$ cat config.mk
export PLATFORM = sky130hd
export DESIGN_NAME = gray_counter_4b_flat
export DESIGN_NICKNAME = d
export VERILOG_FILES = /design/src/rtl/gray_counter_4b_if.sv /design/src/rtl/gray_counter_4b.sv /design/src/flat_wrapper.sv
export SDC_FILE = /design/constraint.sdc
export NUM_CORES = 1
export LEC_CHECK = 0
export ABC_AREA = 1
export CAP_MARGIN = 40
export CORE_MARGIN = 1
export CORE_UTILIZATION = 45
export CTS_BUF_LIST = sky130_fd_sc_hd__clkbuf_2
export CTS_CLUSTER_DIAMETER = 200
export DETAILED_ROUTE_END_ITERATION = 8
export DONT_BUFFER_PORTS = 1
export PLACE_DENSITY = 0.61
export SYNTH_ARGS = -nofsm -noshare
export SYNTH_HDL_FRONTEND = slang
export SYNTH_SLANG_ARGS = --single-unit
$ cat constraint.sdc
create_clock -name clk -period 3.45 [get_ports clk]
set_input_delay 0.69 -clock clk [delete_from_list [all_inputs] [get_ports clk]]
set_output_delay 0.69 -clock clk [all_outputs]
set_load 0.01 [all_outputs]
$ cat src/rtl/gray_counter_4b_if.sv
// Control/data bundle for the Gray counter.
// master drives en/up/load/load_val; slave returns g/valid/wrap.
interface gray_counter_4b_if #(
    parameter int WIDTH = 4
);
    logic             en;
    logic             up;
    logic             load;
    logic [WIDTH-1:0] load_val;
    logic [WIDTH-1:0] g;
    logic             valid;
    logic             wrap;

    modport master (
        output en, up, load, load_val,
        input  g, valid, wrap
    );

    modport slave (
        input  en, up, load, load_val,
        output g, valid, wrap
    );
endinterface

$ cat src/rtl/gray_counter_4b.sv
// Up/down Gray counter with Gray-coded synchronous load.
// Ports: clk, rst (async high), bus (slave: en/up/load/load_val in, g/valid/wrap out).
module gray_counter_4b #(
    parameter int WIDTH = 4
) (
    input  logic              clk,
    input  logic              rst,
    gray_counter_4b_if.slave  bus
);
    localparam logic [WIDTH-1:0] BIN_MAX = '1;
    localparam logic [WIDTH-1:0] BIN_MIN = '0;

    logic [WIDTH-1:0] bin_q;
    logic [WIDTH-1:0] g_q;
    logic             valid_q;
    logic             wrap_q;

    logic [WIDTH-1:0] bin_ld;
    logic [WIDTH-1:0] bin_nx;
    logic             valid_nx;
    logic             wrap_nx;

    // Gray to binary: each binary bit is the XOR of all Gray bits at or above it.
    always_comb begin
        bin_ld = '0;
        for (int i = 0; i < WIDTH; i++) begin
            bin_ld[i] = ^(bus.load_val >> i);
        end
    end

    // The count is kept in binary so stepping is a plain add/subtract;
    // the Gray image of the next value is registered for g.
    always_comb begin
        bin_nx   = bin_q;
        valid_nx = 1'b0;
        wrap_nx  = 1'b0;
        if (bus.load) begin
            bin_nx   = bin_ld;
            valid_nx = 1'b1;
        end else if (bus.en) begin
            valid_nx = 1'b1;
            if (bus.up) begin
                bin_nx  = bin_q + 1'b1;
                wrap_nx = (bin_q == BIN_MAX);
            end else begin
                bin_nx  = bin_q - 1'b1;
                wrap_nx = (bin_q == BIN_MIN);
            end
        end
    end

    always_ff @(posedge clk or posedge rst) begin
        if (rst) begin
            bin_q   <= '0;
            g_q     <= '0;
            valid_q <= 1'b0;
            wrap_q  <= 1'b0;
        end else begin
            bin_q   <= bin_nx;
            g_q     <= bin_nx ^ (bin_nx >> 1);
            valid_q <= valid_nx;
            wrap_q  <= wrap_nx;
        end
    end

    assign bus.g     = g_q;
    assign bus.valid = valid_q;
    assign bus.wrap  = wrap_q;
endmodule

$ cat src/flat_wrapper.sv
// flat-port wrapper written by rule: the top's interface ports become plain ports
module gray_counter_4b_flat 
#(
    parameter int WIDTH = 4
)
  (clk, rst, bus_en, bus_up, bus_load, bus_load_val, bus_g, bus_valid, bus_wrap);
  gray_counter_4b_if #(.WIDTH(WIDTH)) bus_i ();
  input  logic clk;
  input  logic rst;
  input wire logic [$bits(bus_i.en)-1:0] bus_en;
  input wire logic [$bits(bus_i.up)-1:0] bus_up;
  input wire logic [$bits(bus_i.load)-1:0] bus_load;
  input wire logic [$bits(bus_i.load_val)-1:0] bus_load_val;
  output wire logic [$bits(bus_i.g)-1:0] bus_g;
  output wire logic [$bits(bus_i.valid)-1:0] bus_valid;
  output wire logic [$bits(bus_i.wrap)-1:0] bus_wrap;
  assign bus_i.en = bus_en;
  assign bus_i.up = bus_up;
  assign bus_i.load = bus_load;
  assign bus_i.load_val = bus_load_val;
  assign bus_g = bus_i.g;
  assign bus_valid = bus_i.valid;
  assign bus_wrap = bus_i.wrap;
  gray_counter_4b #(.WIDTH(WIDTH)) u_core (.clk(clk), .rst(rst), .bus(bus_i));
endmodule
==> flow_summary.toml <==
[route]
num_vias = 500
wl_per_cell_um = 10.1
drc = 0
drtIter0Drc = 5
wirelength_um = 1050
ant_nets = 0
firstDrtPassIters = 2
vias_per_cell = 4.81

[floorplan]
die_y_um = 38.6
rows = 12
die_x_um = 38.6
core_area_um2 = 1170
start_util_pct = 51.4
dieArea_um2 = 1490
pin_count = 15

[timing]
fin_crit_sh_pct = 47.2
min_period_ns = 1.63
slew_headroom_pct = 78.2
finalSetupTns_ns = 0
slew_viol_final = 0
setup_viol = 0
worst_pin_slew_ns = 0.327
max_freq_mhz = 614
hold_viol = 0
rsz0062_at_grt = "false"
hold_ws_ns = 0.288
skew_ns = 0.00235

[cts]
clock_latency_ns = 0.23
clock_sinks = 9
post-cts-setup-buffers = 0
clockRootBuffer = "clkbuf_2"
h-tree-depth = 1
ctsResizeCount = 0
cts_tree = "done"
cts_buffer_depth = 2
clk_pin_slew_ns = 0.08
holdBufCountCts = 0
numCtsBuffers = 3

[logic_synthesis]
synth.cells.most_frequent = "nand2_1, inv_1, dfrtp_1, nand3_1"
synth_edf_count = 0
syn-num-nets = 99
synth_top_area_cell = "dfrtp_1"
ys_seq_area_share_pct = 37.4
synth_area_um2 = 602
dominantRegCellSynth = "dfrtp_1"
synth_seq_cells = 9
async_reset_ff_share_pct = 100
yosysMostFrequentCell = "nand2_1"
yosysWarnings = 0
yosys-top-cells-area = "dfrtp_1, nand2_1, inv_1"
ys_types = 18
synth_top_area_share_pct = 37.4
syn_area_per_cell_um2 = 6.92
syn_inst = 87

[global_route]
track_usage_pct = 17.0
grt_pass1_vias = 453
grt_max_degree = 10
grt-ovfl-total = 0
grt_pass1_wl_um = 1710
antenna_found_initial = 0

[pwr]
p_leak_nw = 0.376
powerDensity_nw_per_um2 = 459
ir_drop_mv = 0.363

[critical_path]
r2r_cells = 8
path_max_fanout = 6
crit_family = "flip-flops"
cp-start-kind = "flip-flop"
critical_path_required_ns = 3.58
arrival_ns = 1.76
endpoint_kind = "flip-flop"
regToRegStartpoint = "u_core.bin_q[0]"
r2r_end = "u_core.bus.g[2]"
crit_path_cell_trace = "inv_1, fa_1, xor2_1, nor2_2, nor2_2, inv_2, nand2_1, nand2_1"
slowest_stage = "dfrtp_1"
critPathBufInv = 2
crit_cells = 8
crit_type = "flip-flop to flip-flop"
max_stage_delay_ns = 0.47
regToRegSetupSlack_ns = 1.82

[placed_design]
io_buffers = 0
place_congestion = 0.760
dp_hpwl_um = 886

[flow_run]
cap_violations = 0

[finish]
nets = 103
drive_above_1_share_pct = 15.6
diodes = 0
area_growth_pct = 4.99

[min_path]
hold_class = "input port to asynchronous set/reset pin"

[run_status]
status = "completed"
-- kinds of logic after synthesis --
| group | Yosys count | synth area share [%] |
|---|---|---|
| and+or+nand+nor | 53 | 37.2 |
| DFF | 9 | 37.4 |
| xor gates and xnor gates | 1 | 1.46 |
| AOI/OAI and AO/OA | 3 | 4.57 |
| adders and majority gates | 3 | 7.48 |
| buffers and inverters | 18 | 11.9 |
-- state kept, by name (all words and copies together), names as in the netlist --
signal,flops
u_core.bus.valid,1
u_core.bin_q,4
u_core.bus.g,3
u_core.bus.wrap,1
-- layer usage --
metal / wire length (um) / track usage (%) / up-vias
met5: 0 / 0 / -
met4: 0 / 0 / 0
met3: 60 / 6.94 / 0
met2: 489 / 28.7 / 12
met1: 505 / 21.6 / 219
li1: - / - / 269
-- worst register-to-register path, cell delays in order, from the launching register on --
cell,delay (ns)
dfrtp_1,0.47
inv_1,0.09
fa_1,0.40
xor2_1,0.19
nor2_2,0.05
nor2_2,0.15
inv_2,0.06
nand2_1,0.06
nand2_1,0.04
-- stage by stage --
step | cells | power [mW] | worst slack (ns) | util (%) | instance area [um^2]
after floorplan | 87 | 0.214 | 1.72 | - | 602
after global placement | 100 | 0.230 | 1.65 | 52.2 | 612
after detailed placement | 100 | 0.230 | 1.64 | 52.2 | 612
after CTS | 104 | 0.295 | 1.80 | 54.0 | 632
after global routing | 104 | 0.314 | 1.72 | 54.0 | 632
final | 104 | 0.290 | 1.82 | 54.0 | 632
-- layout make-up --
cell class                 count  area (um^2)
fill                         126          539
inverter                      17         63.8
multi-input combinational     60          305
sequential                     9          225
tap                           14         17.5
clock buffer                   4         20.0
-- report_power, final --
part / total, mW / switching [mW] / internal [mW]
clock: 0.0627 / 0.0318 / 0.0308
combinational: 0.0850 / 0.0522 / 0.0328
sequential: 0.142 / 0.0195 / 0.123
total: 0.290 / 0.104 / 0.186
-- placed cells by master (no fill, tap or decap) --
| cell type | count |
|---|---|
| a22oi_1 | 1 |
| a22oi_2 | 1 |
| clkbuf_2 | 4 |
| dfrtp_1 | 9 |
| fa_1 | 1 |
| ha_1 | 2 |
| inv_1 | 13 |
| inv_2 | 4 |
| nand2_1 | 37 |
| nand2_2 | 1 |
| nand3_1 | 5 |
| nor2_1 | 3 |
| nor2_2 | 4 |
| nor3_1 | 1 |
| nor4_1 | 1 |
| o21a_1 | 1 |
| or2_1 | 1 |
| xor2_1 | 1 |
-- how the worst max path moves through the flow --
stage,from,endpoint
after floorplan,bus_up,u_core.bus.g[2]
after global placement,bus_up,u_core.bus.g[2]
after detailed placement,bus_up,u_core.bus.g[2]
after CTS,u_core.bin_q[0],u_core.bus.g[2]
after global routing,u_core.bin_q[0],u_core.bus.g[2]
final,u_core.bin_q[0],u_core.bus.g[2]
No activity file was read; power rests on OpenSTA's default activity.
